===== config.mk =====
export PLATFORM = sky130hd
export DESIGN_NAME = ct_stream_out
export DESIGN_NICKNAME = d
export VERILOG_FILES = /design/src/rtl/ct_stream_out_pkg.sv /design/src/rtl/ct_coeff_mux.sv /design/src/rtl/ct_stream_out.sv
export SDC_FILE = /design/constraint.sdc
export NUM_CORES = 1
export LEC_CHECK = 0
export CORE_MARGIN = 3
export CORE_UTILIZATION = 28
export DETAILED_ROUTE_END_ITERATION = 6
export PLACE_DENSITY = 0.49
export SYNTH_ARGS = -nofsm -noshare
export SYNTH_HDL_FRONTEND = slang
export SYNTH_SLANG_ARGS = --single-unit
export TNS_END_PERCENT = 5

===== constraint.sdc =====
create_clock -name clk -period 3.07 [get_ports clk]
set_clock_uncertainty 0.2 [all_clocks]
set_input_delay 0.614 -clock clk [delete_from_list [all_inputs] [get_ports clk]]
set_output_delay 0.614 -clock clk [all_outputs]
set_load 0.02 [all_outputs]

===== src/rtl/ct_stream_out_pkg.sv =====
// ct_stream_out_pkg: shared ciphertext types, sizes and the stream FSM state enum
package ct_stream_out_pkg;
  localparam int N_SLOTS_L = 4;
  localparam int W_BITS_L  = 8;
  localparam int Q_MOD_L   = 97;
  typedef logic [W_BITS_L-1:0] word_t;
  typedef word_t [N_SLOTS_L-1:0] poly_t;
  typedef poly_t PT_t;
  typedef struct packed {
    poly_t a;
    poly_t b;
  } CT_t;
  typedef enum logic [1:0] {IDLE, SEND_A, SEND_B} stream_state_e;
endpackage


===== src/rtl/ct_coeff_mux.sv =====
// ct_coeff_mux: picks one coefficient word out of a ciphertext by polynomial select and index
module ct_coeff_mux
  import ct_stream_out_pkg::*;
#(
  parameter int IW = 2
) (
  input  CT_t           ct_i,
  input  logic          sel_i,
  input  logic [IW-1:0] idx_i,
  output word_t         data_o
);
  assign data_o = sel_i ? ct_i.b[idx_i] : ct_i.a[idx_i];
endmodule


===== src/rtl/ct_stream_out.sv =====
// ct_stream_out: captures a ciphertext and streams A[0..N-1] then B[0..N-1]; range check under CT_STREAM_RANGE_CHECK_EN
module ct_stream_out
  import ct_stream_out_pkg::*;
#(
  parameter int          N  = N_SLOTS_L,
  parameter int          W  = W_BITS_L,
  parameter int unsigned QP = Q_MOD_L,
  parameter int          IW = (N > 1) ? $clog2(N) : 1
) (
  input  logic          clk,
  input  logic          rst_n,
  input  logic          in_valid,
  output logic          in_ready,
  input  CT_t           in_ct,
  output logic          out_valid,
  input  logic          out_ready,
  output logic [W-1:0]  out_data,
  output logic          out_sel,
  output logic [IW-1:0] out_idx,
  output logic          out_last,
  output logic          busy,
  output logic          out_range_err
);
  localparam logic [IW-1:0] LAST_IDX = IW'(N - 1);
  stream_state_e state_q, state_d;
  CT_t           buf_q, buf_d;
  logic [IW-1:0] cnt_q, cnt_d;
  logic [W-1:0]  data_q, data_d;
  logic          last_q, last_d;
  logic          hs, cap;
  word_t         mux_word;
  assign out_valid = state_q != IDLE;
  assign busy      = state_q != IDLE;
  assign out_sel   = state_q == SEND_B;
  assign out_idx   = cnt_q;
  assign out_data  = data_q;
  assign out_last  = last_q;
  assign hs        = out_valid & out_ready;
  assign in_ready  = (state_q == IDLE) | (hs & last_q);
  assign cap       = in_valid & in_ready;
  // The mux looks at the next-cycle buffer and position so the beat word is registered with them
  ct_coeff_mux #(.IW(IW)) u_mux (
    .ct_i   (buf_d),
    .sel_i  (state_d == SEND_B),
    .idx_i  (cnt_d),
    .data_o (mux_word)
  );
  // Next beat position: capture restarts at A[0], a handshake advances, otherwise hold
  always_comb begin
    buf_d   = cap ? in_ct : buf_q;
    state_d = cap ? SEND_A :
              !hs ? state_q :
              last_q ? IDLE :
              (state_q == SEND_A && cnt_q == LAST_IDX) ? SEND_B : state_q;
    cnt_d   = cap ? '0 : !hs ? cnt_q : (cnt_q == LAST_IDX) ? '0 : cnt_q + 1'b1;
    last_d  = (state_d == SEND_B) && (cnt_d == LAST_IDX);
    data_d  = (state_d == IDLE) ? '0 : mux_word;
  end
  // FSM state, captured ciphertext and registered beat outputs
  always_ff @(posedge clk or negedge rst_n) begin
    if (!rst_n) begin
      state_q <= IDLE;
      buf_q   <= '0;
      cnt_q   <= '0;
      data_q  <= '0;
      last_q  <= 1'b0;
    end else begin
      state_q <= state_d;
      buf_q   <= buf_d;
      cnt_q   <= cnt_d;
      data_q  <= data_d;
      last_q  <= last_d;
    end
  end
`ifdef CT_STREAM_RANGE_CHECK_EN
  localparam int unsigned QW = W + 32;
  logic err_q, beat_err;
  assign beat_err      = out_valid && (QW'(out_data) >= QW'(QP));
  assign out_range_err = beat_err | (out_valid & last_q & err_q);
  // Sticky flag: any out-of-range beat of the current ciphertext, cleared on the next capture
  always_ff @(posedge clk or negedge rst_n) begin
    if (!rst_n) err_q <= 1'b0;
    else if (cap) err_q <= 1'b0;
    else if (hs && beat_err) err_q <= 1'b1;
  end
`else
  assign out_range_err = 1'b0;
`endif
endmodule


Word level (Yosys, flattened, before mapping)
Index checks and enable logic that the tools add are counted.
- add/sub/neg operators: 1
- order comparisons: 1
- equal/unequal tests: 5
- muxes and demuxes: 14
- bitwise logic cells: 4
- reductions and logical operators: 5
- operator list (kind ; number):
    $mux 64 ; 1
    $bmux 8 s2 ; 2
    $mux 8 ; 4
    $mux 2 ; 7
    $eq 2x2->1 const B ; 4
    $logic_not 2->1 ; 2
    $and 1x1->1 ; 3
    $lt 2x3->1 const B ; 1
    $add 2x1->2 const B ; 1
    $eq 2x1->1 const B ; 1
    $logic_and 1x1->1 ; 2
    $reduce_bool 2->1 ; 1
    $or 1x1->1 ; 1
- register bits: 77
- input bits: 68
- output and inout bits: 16
- logic and storage cells: 42

Longest topological paths before layout
Gate-level depths: netlist of the first run.
- word-level depth: 10
- gate-level depth with buffers: 8
- gate-level depth less buffers: 6

Modules after synthesis
From an unflattened synthesis of the first run, not the netlist that was laid out.
- cell total of the unflattened synthesis: 212
- area total of the unflattened synthesis: 3737.3 µm²
- by module, submodules not included (module ; times used ; cells each ; area each (µm²) ; sequential area each (µm²)):
    ct_stream_out ; 1 ; 183 ; 3186.8 ; 1926.8
    ct_coeff_mux ; 1 ; 29 ; 550.5 ; 0.0

Worst setup path after synthesis of the first run
No wires, ideal clock.
- path type: reg2reg
- start point: reg cnt_q[1], in the netlist out_idx[1]
- end point: reg data_q[1], in the netlist out_data[1]
- library setup time: 0.134 ns
- arrival time: 1.976 ns
- required time: 2.736 ns
- path slack: 0.760 ns
- stages on the path, launching flop included: 9
- path buffers: 2
- clock period less this slack: 2.310 ns
- cells stage by stage: dfrtp_1 ha_1 clkbuf_1 nand3b_1 a32oi_1 clkbuf_1 a221oi_1 a22oi_1 o211ai_1
- word-level cells in the longest chain between the ends: 9
- elaborated cells between the ends (all ways): 18
- classes of those cells: add/sub (1); eq/ne (2); mux (13); reduce/logical (2)
- ends and longest elaborated chain (element ; line ; text):
    start, declared ; ct_stream_out.sv:27 ; logic [IW-1:0] cnt_q, cnt_d;
    start signal, assigned ; ct_stream_out.sv:70 ; cnt_q <= cnt_d;
    parallel branches: the longest is 8 deep, another holds $add 2x1->2 ; - ;
    $mux 8 * ; ct_stream_out.sv:57 ; data_d = (state_d == IDLE) ? '0 : mux_word;
    named net data_d[1] ; ct_stream_out.sv:28 ; logic [W-1:0] data_q, data_d;
    end signal, assigned ; ct_stream_out.sv:71 ; data_q <= data_d;
    end, declared ; ct_stream_out.sv:28 ;
Mark *: on every way through the listed nets, which the timed path passes. The select of a mux whose other input is x is not followed.

Worst setup path in the final report of the first run
- start point: in out_ready
- end point: out in_ready
- word-level cells in the longest chain between the ends: 3
- ends and longest elaborated chain (element ; line ; text):
    start, declared ; ct_stream_out.sv:16 ; input logic out_ready,
    $and 1x1->1 ; ct_stream_out.sv:38 ; assign hs = out_valid & out_ready;
    $and 1x1->1 ; ct_stream_out.sv:39 ; assign in_ready = (state_q == IDLE) | (hs & last_q);
    $or 1x1->1 ; ct_stream_out.sv:39 ;
    end, declared ; ct_stream_out.sv:13 ; output logic in_ready,
Every way passes these cells.

==> run summary, run 1 <==
outcome: complete, no violations
part of the power in the clock network: 0.202
clock tree from TritonCTS: built
average size of a mapped cell: 8.79 um2
number of antenna repair diodes: 0
dominant register cell in the synthesized netlist: dfrtp_1
critical path data required time: 2.26 ns
ratio of final minimum period to clock period: 0.945
part of the power in registers: 0.349
max-capacitance violation count: 0
share of synthesized flip-flops with an asynchronous set or reset: 1.00
largest vdd supply drop: 301 uV
nature of the critical path startpoint: primary input
switching part of the total: 0.381
overflow left after global routing: 0
total number of clock tree sinks: 77
clock tree root driver cell: clkbuf_16
total vias in the final route: 3312
post-detailed-placement half-perimeter wirelength: 8.18 mm
Total Die Area: 15300 um2
number of filler cells placed in the layout: 1375
Vert. Die Dim: 124 um
EDFF count, synth: 0
global-route wire length before repair: 17.3 mm
net count after synthesis: 511
area taken by flip-flops and latches: 1930 um2
final setup margin: 0.169 ns
area of the core: 13400 um2
Antenna Nets Post-Route: 0
pre-CTS WS: 0.169 ns
number of standard-cell rows in the floorplan: 42
cell internal pwr: 3.26 mW
proportion of synthesized chip area in sequential cells: 0.496
number of buffers created by CTS: 9
antenna violations before repair: 0
unrepaired setup endpoints after global routing: false
Hold Buf Count CTS: 0
synth unique cells: 44
cells taking the most area after synthesis: dfrtp_1 50%, nand2_1 16%, o21ai_0 3.0%, mux2i_1 2.3%, mux2_2 2.3%
initial cell density of the core: 0.290
violation count after the first detailed-route iteration: 160
Post-CTS Setup Repair Bufs: 0
multi-input combinational cell area: 1760 um2
Area Overhead vs Synth: 35.2%
register bit total from synthesis: 77
Port-buffer cells: 82
number of remaining DRC errors: 0
routed wirelength normalized by instance count: 15.3 um
Final Slew Violations: 0
DRT Wirelength: 10.8 mm
Post-Syn Area: 3880 um2
via count normalized by instance count: 4.70
Die X: 124 um
path type of the worst min-delay path: primary input to async pin
number of global-route vias before repair: 3377
Worst Setup End Kind: output port
highest clock rate: 345 MHz
Critical Setup Path Class: primary input to output port
pin count of the biggest net entering global routing: 45
largest area contributor in the synthesized netlist: dfrtp_1
clock transition time at the flip-flop clock pins of the worst setup and hold paths: 0.06 ns
Logic pwr share: 0.449
maximum level of the CTS H-tree: 3
I/O pin total: 84
warning count from the yosys run: 0
power spent charging and discharging nets: 2.00 mW
global routing usage summed across all routing layers: 0.149
power per cell area: 1000 nW/um2
Skew-Pair Late Insertion Delay: 0.34 ns
cell leakage power: 2.41 nW
maximum net fanout on the critical path: 6
number of optimization iterations in the first detailed-route pass: 4
number of setup violations in the final report: 0
weighted congestion at the end of routability-driven global placement: 0.805
WP data arrival: 2.09 ns
worst-case clock buffer depth: 2
final count of hold timing violations: 0
fraction of post-synthesis cell area in the top cell type by area: 0.496
fraction of final layout cells sized beyond drive strength 1: 0.108
post-cts repair resize count: 0
post-layout min period: 2.90 ns
number of instances in the synthesized netlist: 442
setup TNS: 0 ns
Layout Nets: 594
metal layers:
layer  global-route usage  vias up  routed length, um
li1                     -     1655                  -
met1                0.197     1577               4930
met2                0.243       67               5140
met3               0.0327       13                544
met4               0.0478        0                148
met5                    0        -                  0
power by group through the flow:
stage / sequential [mW] / combinational [mW] / clock (mW)
6_report: 1.84 / 2.37 / 1.06
5_1_grt: 1.90 / 2.67 / 1.14
4_1_cts: 1.85 / 2.40 / 1.10
3_3_place_gp: 1.86 / 2.34 / 0
3_5_place_dp: 1.86 / 2.39 / 0
2_1_floorplan: 1.78 / 1.63 / 0
cells in the mapped netlist (all sizes together) (4+ instances only):
cell type,number
o22ai,6
and2,10
dfrtp,77
mux2,8
o21a,9
nand3,15
inv,8
nand2,162
a221oi,5
a21oi,11
mux2i,10
a22oi,8
nor3b,8
o21ai,23
nor2,6
clkbuf,12
nor2b,9
buf,21
o211ai,4
critical path, stage by stage:
cell and delay [ns]:
clkdlybuf4s50_1 0.61, o2bb2ai_2 0.19, clkdlybuf4s50_1 0.66
logic make-up after synthesis:
group           synth area share
fa+ha+maj                0.00322
compound gates             0.153
mux                       0.0522
other cells             0.000966
simple gates               0.243
flops                      0.496
buf+inv                   0.0519
sequential cells by signal, indices dropped and copies added (netlist names):
signal / count
out_data: 8
out_last: 1
buf_q: 64
state_q: 2
out_idx: 2
area by class of cell:
type / instances / area share
Clock inverter: 5 / 0.0114
Tap cell: 176 / 0.0419
Inverter: 8 / 0.00572
Multi-Input combinational cell: 324 / 0.335
Timing Repair Buffer: 105 / 0.193
Sequential cell: 77 / 0.367
Clock buffer: 10 / 0.0455
stage by stage:
step	hold WS [ns]	area [um2]	utilization	cells	total power, mW
6_report	0.0263	5250	0.392	705	5.26
5_1_grt	0.0594	5250	0.392	705	5.70
4_1_cts	0.0379	5250	0.392	705	5.34
3_5_place_dp	0.260	4950	0.370	690	4.25
3_3_place_gp	0.252	4950	0.370	690	4.20
2_1_floorplan	0.118	3880	-	442	3.41
layout by cell type, fill, tap and decap left out, types with 3 or more instances in the layout:
cell type,n
a21oi_1,11
o21a_1,9
o21ai_0,23
mux2_2,8
clkbuf_16,9
and2_1,9
nand2_1,161
nor2b_1,9
a22oi_1,8
nand3_1,15
o211ai_1,4
dfrtp_1,77
nor3_1,3
buf_4,22
nor3b_1,8
o22ai_1,6
mux2i_1,9
nor2_1,6
a221oi_1,4
a311oi_1,3
inv_1,8
clkdlybuf4s50_1,81
or2_2,3
path summary, 6_finish.rpt:
kind | start | endpoint | slack, ns | cells past startpoint
worst max register to register | out_idx[0] | out_data[6] | 0.61 | 6
max in group asynchronous | rst_n | buf_q[13] | 2.05 | 2
worst min-delay path | rst_n | buf_q[11] | 0.03 | 1
worst max-delay path | out_ready | in_ready | 0.17 | 3
worst min register to register | buf_q[7] | buf_q[7] | 0.27 | 2
min in group clk | buf_q[7] | buf_q[7] | 0.27 | 2
No activity file was read; power rests on OpenSTA's default activity.
==> run 2, diff against run 1 <==
Settings changed: PLACE_DENSITY 0.49 to unset, PLACE_DENSITY_LB_ADDON set to 0.12.
==> run 2 against run 1 <==
Worst hold slack gained 0.22 ns. Cell area fell by 0.50%. Die area is the same. Sequential share of layout area rose by 0.18 points. Global-route usage is 0.23 points higher. Via count up 0.69%.
==> run summary, run 2 (synthesized netlist as in run 1, its figures left out) <==
Critical Setup Path Class: primary input to output port
outcome: complete, no violations
cell leakage power: 2.40 nW (-0.62%)
pin count of the biggest net entering global routing: 78 (+73%)
critical path data required time: 2.26 ns (about the same)
number of filler cells placed in the layout: 1367 (-0.58%)
most prevalent standard cell on the critical path: clkdlybuf4s50_1
Hold Buf Count CTS: 0 (unchanged)
Vert. Die Dim: 124 um (unchanged)
global routing usage summed across all routing layers: 0.152 (+0.00234)
nature of the critical path startpoint: primary input
clock tree from TritonCTS: built
most common cell after layout, fill and taps aside: nand2_1
number of antenna repair diodes: 0 (unchanged)
Post-CTS Setup Repair Bufs: 0 (unchanged)
antenna violations before repair: 0 (unchanged)
Tightest Pin Transition: 0.992 ns
final count of hold timing violations: 0 (unchanged)
total number of clock tree sinks: 77 (unchanged)
r2r worst-path depth: 8 (+2)
Layout Nets: 593 (-0.17%)
Antenna Nets Post-Route: 0 (unchanged)
CP bufs+invs: 2 (unchanged)
largest stage delay on the critical path: 0.69 ns (+0.03 ns)
max reg flops: 64 (unchanged)
I/O pin total: 84 (unchanged)
routed wirelength normalized by instance count: 15.6 um (+2.4%)
fraction of final layout cells sized beyond drive strength 1: 0.106 (-0.00189)
unrepaired setup endpoints after global routing: false
post-cts repair resize count: 0 (unchanged)
Port-buffer cells: 82 (unchanged)
total power draw: 5.28 mW (+0.27%)
maximum level of the CTS H-tree: 3 (unchanged)
number of setup violations in the final report: 0 (unchanged)
commonest cells after routing, fill and taps aside: 161 x nand2_1, 81 x clkdlybuf4s50_1, 77 x dfrtp_1, 23 x o21ai_0, 22 x buf_4
most flop-heavy register: buf_q
Area Overhead vs Synth: 34.5%
Total Die Area: 15300 um2 (unchanged)
kind of cell adding the most delay to the critical path: buffers and inverters
power per cell area: 1010 nW/um2 (+0.78%)
clock transition time at the flip-flop clock pins of the worst setup and hold paths: 0.06 ns (about the same)
via count normalized by instance count: 4.73 (+0.69%)
weighted congestion at the end of routability-driven global placement: 0.804 (about the same)
Max-slew headroom: 0.339
post-route worst hold slack: 0.243 ns (+0.216 ns)
Final Slew Violations: 0 (unchanged)
WP data arrival: 2.13 ns (+0.04 ns)
number of stages on the worst setup path: 3 (unchanged)
number of remaining DRC errors: 0 (unchanged)
max-capacitance violation count: 0 (unchanged)
Skew-Pair Late Insertion Delay: 0.34 ns (about the same)
post-detailed-placement half-perimeter wirelength: 8.21 mm (+0.31%)
clock tree root driver cell: clkbuf_16
post-layout min period: 2.94 ns (+0.0421 ns)
DRT Wirelength: 11.0 mm (+2.4%)
ratio of final minimum period to clock period: 0.959 (+0.0137)
number of buffers created by CTS: 9 (unchanged)
initial cell density of the core: 0.290 (unchanged)
largest vdd supply drop: 330 uV (+9.5%)
maximum net fanout on the critical path: 7 (+1)
area of the core: 13400 um2 (unchanged)
number of global-route vias before repair: 3405 (+0.83%)
setup TNS: 0 ns (unchanged)
number of standard-cell rows in the floorplan: 42 (unchanged)
total vias in the final route: 3335 (+0.69%)
Worst Setup End Kind: output port
Worst R2R Setup Slack: 0.68 ns (+0.07 ns)
overflow left after global routing: 0 (unchanged)
worst path cell trace: clkdlybuf4s50_1 -> o2bb2ai_2 -> clkdlybuf4s50_1
slowest library cell on the worst path: clkdlybuf4s50_1
number of optimization iterations in the first detailed-route pass: 4 (unchanged)
highest clock rate: 340 MHz (-1.4%)
Die X: 124 um (unchanged)
violation count after the first detailed-route iteration: 231 (+44%)
worst-case clock buffer depth: 2 (unchanged)
path type of the worst min-delay path: primary input to async pin
global-route wire length before repair: 17.8 mm (+2.5%)
==> run 2: changes by cell type in the layout (fill, tap and decap cells not counted) <==
cell,change
buf_12,-1
clkbuf_1,+1
clkbuf_8,-1
clkinv_2,+1
clkinvlp_4,+1
inv_6,-1
==> run 2: layout make-up <==
cell class              count  area [um2]  share of cell area
clock inverters             6        63.8              0.0122
multi-input cells         324        1760               0.337
clock buffers              10         229              0.0438
well taps                 176         220              0.0421
flip-flops and latches     77        1930               0.369
repair buffers            104         996               0.191
inverters                   8        30.0             0.00575
==> run 2: metal layers <==
metal	share of wire	global-route usage
met1	0.46	0.208
met2	0.47	0.243
met3	0.056	0.0250
met4	0.014	0.0519
met5	0	0
==> run 2: worst reg2reg max path, cell delays in order, from the launching register on <==
cell and delay [ns]:
dfrtp_1 0.48, ha_1 0.22, buf_4 0.24, nand3b_1 0.11, a32oi_1 0.39, buf_4 0.24, a221oi_1 0.07, a22oi_1 0.20
o211ai_1 0.10
==> run 2: final timing paths <==
kind                            startpoint          end
worst min-delay path                 rst_n    buf_q[11]
min in group clk                  buf_q[7]     buf_q[7]
max in group asynchronous            rst_n    buf_q[37]
worst min register to register    buf_q[7]     buf_q[7]
worst max register to register  out_idx[1]  out_data[1]
worst max-delay path             out_ready     in_ready
==> run 2: stage by stage <==
step	area, um2	worst slack, ns	instances	util
after CTS	5230	0.127	705	0.390
final	5230	0.127	705	0.390
after floorplan	3880	0.760	442	-
after detailed placement	4930	0.122	689	0.368
after global placement	4930	0.118	689	0.368
after global routing	5230	0.0606	705	0.390
==> run 2: power by group <==
group	total (mW)	internal, mW	switching [mW]
combinational	2.40	1.11	1.30
clock	1.05	0.628	0.419
sequential	1.83	1.50	0.322
